File: config.mk
export PLATFORM = sky130hd
export DESIGN_NAME = if_id_queue
export DESIGN_NICKNAME = d
export VERILOG_FILES = /design/src/rtl/if_id_queue.sv
export SDC_FILE = /design/constraint.sdc
export NUM_CORES = 1
export LEC_CHECK = 0
export BUFFER_PORTS_ARGS = -buffer_cell sky130_fd_sc_hd__buf_4
export CORE_ASPECT_RATIO = 1.5
export CORE_MARGIN = 2
export CORE_UTILIZATION = 30
export CTS_BUF_LIST = sky130_fd_sc_hd__clkbuf_16
export DETAILED_ROUTE_END_ITERATION = 8
export GPL_TIMING_DRIVEN = 0
export PLACE_DENSITY_LB_ADDON = 0.15
export SKIP_CTS_REPAIR_TIMING = 1
export SYNTH_ARGS = -nofsm -noshare
export SYNTH_HDL_FRONTEND = slang
export SYNTH_SLANG_ARGS = --single-unit
File: constraint.sdc
create_clock -name clk -period 6.4 [get_ports clk]
set_input_delay 0.64 -clock clk [delete_from_list [all_inputs] [get_ports clk]]
set_output_delay 0.64 -clock clk [all_outputs]
set_load 0.005 [all_outputs]
File: src/rtl/if_id_queue.sv
`default_nettype none
// ============================================================================
// Module      : if_id_queue
// Description : IF->ID instruction queue (pc, instr) with valid/ready handshake
//               and flush on redirect. Optional combinational fall-through into
//               an empty queue when IF_ID_QUEUE_BYPASS_EN is defined.
// Revision    : 1.0 - initial release
// ============================================================================
module if_id_queue #(
    parameter int DEPTH = 4,
    parameter int CW    = $clog2(DEPTH) + 1
) (
    input  logic          clk,
    input  logic          rst,
    input  logic          flush,
    input  logic          in_valid,
    input  logic [31:0]   in_pc,
    input  logic [31:0]   in_instr,
    output logic          in_ready,
    output logic          out_valid,
    output logic [31:0]   out_pc,
    output logic [31:0]   out_instr,
    input  logic          out_ready,
    output logic [CW-1:0] count
);

    localparam int            c_aw   = $clog2(DEPTH);
    localparam logic [CW-1:0] c_full = CW'(DEPTH);

    logic [63:0]     r_mem [DEPTH];
    logic [c_aw-1:0] r_wr_ptr;
    logic [c_aw-1:0] r_rd_ptr;
    logic [CW-1:0]   r_count;

    logic        w_empty;
    logic        w_bypass;
    logic        w_push;
    logic        w_pop;
    logic [63:0] w_head;

    assign w_empty  = (r_count == '0);
    assign in_ready = (r_count != c_full);
    assign count    = r_count;

`ifdef IF_ID_QUEUE_BYPASS_EN
    assign w_bypass = w_empty & in_valid & ~flush;
`else
    assign w_bypass = 1'b0;
`endif

    // An entry that falls straight through to a ready consumer is never stored
    assign w_push    = in_valid & in_ready & ~flush & ~(w_bypass & out_ready);
    assign w_pop     = ~w_empty & out_ready & ~flush;
    assign out_valid = ~w_empty | w_bypass;
    assign w_head    = r_mem[r_rd_ptr];

    always_comb begin
        out_pc    = 32'h0;
        out_instr = 32'h0;
        if (!w_empty) begin
            out_pc    = w_head[63:32];
            out_instr = w_head[31:0];
        end else if (w_bypass) begin
            out_pc    = in_pc;
            out_instr = in_instr;
        end
    end

    always_ff @(posedge clk) begin
        if (w_push) begin
            r_mem[r_wr_ptr] <= {in_pc, in_instr};
        end
    end

    always_ff @(posedge clk or negedge rst) begin
        if (!rst) begin
            r_wr_ptr <= '0;
            r_rd_ptr <= '0;
            r_count  <= '0;
        end else if (flush) begin
            r_wr_ptr <= '0;
            r_rd_ptr <= '0;
            r_count  <= '0;
        end else begin
            if (w_push) begin
                r_wr_ptr <= r_wr_ptr + 1'b1;
            end
            if (w_pop) begin
                r_rd_ptr <= r_rd_ptr + 1'b1;
            end
            case ({w_push, w_pop})
                2'b10:   r_count <= r_count + 1'b1;
                2'b01:   r_count <= r_count - 1'b1;
                default: r_count <= r_count;
            endcase
        end
    end

endmodule
`default_nettype wire

==> results of run 1 <==
## registers in the layout (all words and copies together), names as in the netlist
signal    cells
r_mem       256
count         3
r_rd_ptr      2
r_wr_ptr      2
## layout by cell type (no fill, tap or decap), types with 3 or more instances in the layout
| cell | instances |
|---|---|
| buf_6 | 4 |
| clkbuf_1 | 10 |
| edfxtp_1 | 256 |
| nand2_1 | 6 |
| and3_4 | 4 |
| nor3_1 | 3 |
| ha_1 | 4 |
| xor2_1 | 3 |
| mux4_2 | 64 |
| clkinv_1 | 7 |
| clkbuf_16 | 29 |
| and2_1 | 64 |
| buf_16 | 4 |
| a21oi_1 | 3 |
| clkinv_2 | 8 |
| buf_2 | 10 |
| inv_1 | 5 |
| buf_4 | 137 |
| nor2_1 | 6 |
| dfrtp_1 | 7 |
| nand3_1 | 3 |
## logic make-up (layout without fill, tap and decap cells)
family,Yosys count,after routing,share of synthesized area
flip-flops,263,263,0.771
AND/OR/NAND/NOR,93,93,0.0541
multiplexers,65,65,0.142
buffers and inverters,30,222,0.0156
AO/OA/AOI/OAI,10,10,0.00711
adder cells (fa/ha/maj),5,5,0.00687
XOR/XNOR,4,4,0.00343
## critical path, delay by kind of cell, from the launching register on
family	cells	cell delay (ps)
buf+inv	5	1420
flops	1	410
simple gates	2	330
## area by class of cell
type	instances	area, sq um	area share
well taps	420	526	0.0411
inverters	5	18.8	0.00147
clock inverters	22	166	0.0130
plain buffers	25	140	0.0110
flip-flops and latches	263	7860	0.615
repair buffers	141	1140	0.0893
clock buffers	29	726	0.0568
multi-input cells	177	2200	0.172
## where the power goes
group	total (mW)	switching (mW)	leakage, nW	internal, mW
clock network	1.56	0.656	0.448	0.903
registers	2.00	0.0254	2.42	1.97
logic	0.928	0.425	1.48	0.503
total	4.48	1.11	4.35	3.38
## through the flow
| stage | cells | utilization |
|---|---|---|
| 6_report | 1082 | 0.382 |
| 2_1_floorplan | 470 | - |
| 5_1_grt | 1082 | 0.382 |
| 3_3_place_gp | 1026 | 0.351 |
| 3_5_place_dp | 1030 | 0.355 |
| 4_1_cts | 1081 | 0.382 |
## how the worst min path moves through the flow
stage                            from      endpoint  slack [ps]  depth (start not counted)
after floorplan                   rst      count[0]         340                          0
after global placement            rst      count[2]         460                          1
after detailed placement          rst      count[0]         460                          1
after CTS                         rst      count[0]        -130                          1
after global routing      in_instr[3]   r_mem[2][3]         270                          1
final                       in_pc[30]  r_mem[0][62]         290                          1
## metal layers
metal,up-vias,track usage,share of wire
li1,2239,-,-
met1,2605,0.135,0.38
met2,102,0.235,0.56
met3,30,0.0232,0.043
met4,0,0.0440,0.023
met5,-,0,0
==> metrics.md, run 1 <==
| Metric | Value |
|---|---|
| H-tree depth | `1` |
| Filler cell count | `3079` |
| Worst Setup Slack, final | `3050 ps` |
| CP endpoint kind | `output pin` |
| CTS Buffer Depth | `3` |
| Total track usage | `0.123` |
| Crit Path Category | `reg2out` |
| R2R Path End | `count[2]` |
| Area delta synth->final | `25.3%` |
| Synth area leaders | `edfxtp_1, mux4_2, and2_1` |
| Syn Nets | `544` |
| Post-synthesis sequential area ratio | `0.771` |
| Worst-Skew Late Latency | `550 ps` |
| Initial core utilization | `0.305` |
| Number of global-route vias before repair | `5750` |
| Crit start category | `register` |
| CP peak stage delay | `550 ps` |
| Critical Path Source | `count[0]` |
| Slew Viols, Final | `0` |
| HP Class | `in2reg` |
| Drt pass-1 iters | `4` |
| Mapped Area | `10200 sq um` |
| Final global-route overflow total | `0` |
| PortBufs | `136` |
| Min Tclk post-route | `3350 ps` |
| CP max-delay cell | `clkbuf_1` |
| Worst slew pin tran | `697 ps` |
| FF+latch count, synth | `263` |
| Fin Hold WS | `287 ps` |
| Static Leak | `4.35 nW` |
| CTS tree | `done` |
| Reg-to-reg critical path startpoint | `count[0]` |
| Syn avg cell area | `21.7 sq um` |
| Setup tns final | `0 ps` |
| Final Hold Vio Count | `0` |
| RSZ-0062 raised after global routing | `no` |
| CTS sink cnt | `263` |
| Residual DRC count | `0` |
| Cell Pwr Density | `351 nW/um^2` |
| Ports | `138` |
| Number of nets in the final layout | `715` |
| CP Data Required Time | `5760 ps` |
| First-pass GRT wire length | `33200 microns` |
| Maximum vdd drop | `0.224 mV` |
| Final Skew | `8.45 ps` |
| Crit-path max FO | `10` |
| Max-Cap Viols | `0` |
| Worst setup endpoint | `out_pc[23]` |
| Most used DFF post-synth | `edfxtp_1` |
| Ys async rst share | `0.0266` |
| Worst-path clk slew | `60 ps` |
| Share of cells above drive strength 1 | `0.405` |
| CTS Buf Count | `28` |
| Vias post-DR | `4976` |
| Die height | `230 microns` |
| Tcrit/Tclk final | `0.523` |
| Synth top area share | `0.753` |
| Core area | `33400 sq um` |
| Reg2Reg Depth | `9` |
| Post-synth EDFFs | `256` |
| Yosys top cell by area | `edfxtp_1` |
| CP Data Arrival Time | `2710 ps` |
| Largest net degree at the start of global routing | `42` |
| Placer Congestion | `0.699` |
| Antenna violation net count after detailed routing | `0` |
| # setup viols final | `0` |
| Initial antenna violation count | `0` |
| Post-Place Cell Area | `11900 sq um` |
| Critical Path, Cell by Cell | `buf_2 -> nor3_1 -> inv_1 -> clkbuf_1 -> clkbuf_1 -> and2_1 -> buf_4` |
| Max_slew headroom | `0.535` |
| Design Area, Final | `12800 sq um` |
| Drt first-iter violations | `139` |
| Die X | `155 microns` |
| Root Driver | `clkbuf_16` |
| Vias per std cell | `4.60` |
| Pre-CTS WS | `3520 ps` |
| Synth top cells by count | `edfxtp_1, and2_1, mux4_2` |
| Yosys cell types | `33` |
| R2r setup slk | `3700 ps` |
| Power Total | `4.48 mW` |
| Final HPWL DP | `13700 microns` |
| Drt wl/cell | `20.3 microns` |
| Outcome | `completed` |
| Synth warn | `0` |
| Most common cell in the netlist | `edfxtp_1` |
| DIE AREA | `35500 sq um` |
| N_diodes | `0` |
| WL final | `21900 microns` |
| Syn Inst Count | `470` |
| Most used cell, CP | `clkbuf_1` |
| Fmax | `299 MHz` |
| # rows | `82` |
(Power assumes the default switching activity.)
==> run 2: changes to the inputs <==
Clock period 6.4 ns to 3.2 ns, I/O delays scaled along.
==> metrics.md, run 2 (synthesized netlist as in run 1, its figures left out) <==
| Metric | Value |
|---|---|
| PortBufs | `136` |
| Worst-path clk slew | `60 ps` |
| Met1 GRT Util | `0.135` |
| Slew Viols, Final | `0` |
| Most frequent cells in the layout | `edfxtp_1, buf_4, dlygate4sd3_1, mux4_2, and2_1` |
| H-tree depth | `1` |
| Share of cells above drive strength 1 | `0.371` |
| Drt wl/cell | `19.3 microns` |
| Pre-CTS WS | `555 ps` |
| Crit start category | `register` |
| Cell Pwr Density | `673 nW/um^2` |
| Critical Path, Cell by Cell | `buf_2 -> nor3_1 -> inv_1 -> clkbuf_2 -> clkbuf_1 -> and2_1 -> buf_4` |
| Filler cell count | `3035` |
| GRT busiest layer | `met2` |
| Final Hold Vio Count | `0` |
| Drt first-iter violations | `164` |
| CTS Buf Count | `28` |
| Post-Place Cells | `1030` |
| Final global-route overflow total | `0` |
| # rows | `82` |
| Initial core utilization | `0.305` |
| Largest net degree at the start of global routing | `42` |
| Worst slew pin tran | `688 ps` |
| Fmax | `347 MHz` |
| RSZ-0062 raised after global routing | `no` |
| M3 GR Usage | `0.0232` |
| GR Layer Usage met2 | `0.235` |
| Worst Setup Slack, final | `322 ps` |
| Number of nets in the final layout | `779` |
| CTS tree | `done` |
| Maximum vdd drop | `0.472 mV` |
| Final Skew | `6.05 ps` |
| Setup tns final | `0 ps` |
| Number of global-route vias before repair | `5750` |
| Die height | `230 microns` |
| CP Data Required Time | `2880 ps` |
| Max_slew headroom | `0.542` |
| HP Class | `in2reg` |
| CP max-delay cell | `dfrtp_1` |
| CP endpoint kind | `output pin` |
| Max-Cap Viols | `0` |
| Root Driver | `clkbuf_16` |
| Commonest non-fill, non-tap cell in the layout | `edfxtp_1` |
| Crit-path max FO | `10` |
| Area occupied by multi-input gates | `2200 sq um` |
| CP peak stage delay | `420 ps` |
| Vias per std cell | `4.57` |
| Static Leak | `4.62 nW` |
| Core area | `33400 sq um` |
| Crit Path Category | `reg2out` |
| Sequential cell area | `7860 sq um` |
| CTS sink cnt | `263` |
| Vias post-DR | `5234` |
| Reg with most FFs | `r_mem` |
| Final non-filler cell total | `1146` |
| N_diodes | `0` |
| Final HPWL DP | `13700 microns` |
| Max FFs per register | `256` |
| Min Tclk post-route | `2880 ps` |
| # setup viols final | `0` |
| Outcome | `completed` |
| Initial antenna violation count | `0` |
| CTS Buffer Depth | `3` |
| Antenna violation net count after detailed routing | `0` |
| Total track usage | `0.123` |
| First-pass GRT wire length | `33200 microns` |
| Die X | `155 microns` |
| Area delta synth->final | `31.6%` |
| Worst-Skew Late Latency | `540 ps` |
| Drt pass-1 iters | `4` |
| Residual DRC count | `0` |
| WL final | `22200 microns` |
| DIE AREA | `35500 sq um` |
| Ports | `138` |
| Tcrit/Tclk final | `0.899` |
| Placer Congestion | `0.699` |
| CP Data Arrival Time | `2560 ps` |
==> run 2: area by class of cell <==
| type | instances | share of cell area |
|---|---|---|
| plain buffers | 25 | 0.0105 |
| clock buffers | 29 | 0.0541 |
| clock inverters | 22 | 0.0124 |
| inverters | 5 | 0.00140 |
| multi-input cells | 177 | 0.164 |
| flip-flops and latches | 263 | 0.586 |
| well taps | 420 | 0.0391 |
| repair buffers | 205 | 0.133 |
==> run 2: critical path, delay by kind of cell, from the launching register on <==
family,cells,cell delay [ps]
buffers and inverters,5,1040
DFF,1,420
and+or+nand+nor,2,540
==> run 2: stage by stage <==
step	cell area (sq um)	power [mW]	utilization	hold slack [ps]
finish	13400	9.03	0.401	53.5
global route	13400	9.47	0.401	46.3
CTS	12800	9.14	0.382	-446
detailed placement	11900	5.99	0.355	144
global placement	11700	5.97	0.351	143
floorplan	10200	5.06	-	24.4
==> run 2: worst paths after layout <==
kind / start / endpoint / slack [ps] / depth (start not counted)
max: count[0] / out_pc[23] / 320 / 7
min in group asynchronous: rst / count[2] / 130 / 2
max reg2reg: count[0] / count[2] / 500 / 9
min: out_ready / count[0] / 50 / 2
min reg2reg: r_wr_ptr[1] / r_wr_ptr[1] / 620 / 2
max in group asynchronous: rst / r_rd_ptr[0] / 2930 / 2
==> run 2: per-layer routing <==
layer	vias up	share of wire
met2	111	0.55
met3	32	0.039
met4	0	0.023
met5	-	0
li1	2368	-
met1	2723	0.38
==> run 2: report_power, final <==
| group | total (mW) | switching (mW) | internal (mW) |
|---|---|---|---|
| sequential | 3.99 | 0.0507 | 3.94 |
| clock | 3.11 | 1.30 | 1.81 |
| combinational | 1.93 | 0.868 | 1.06 |
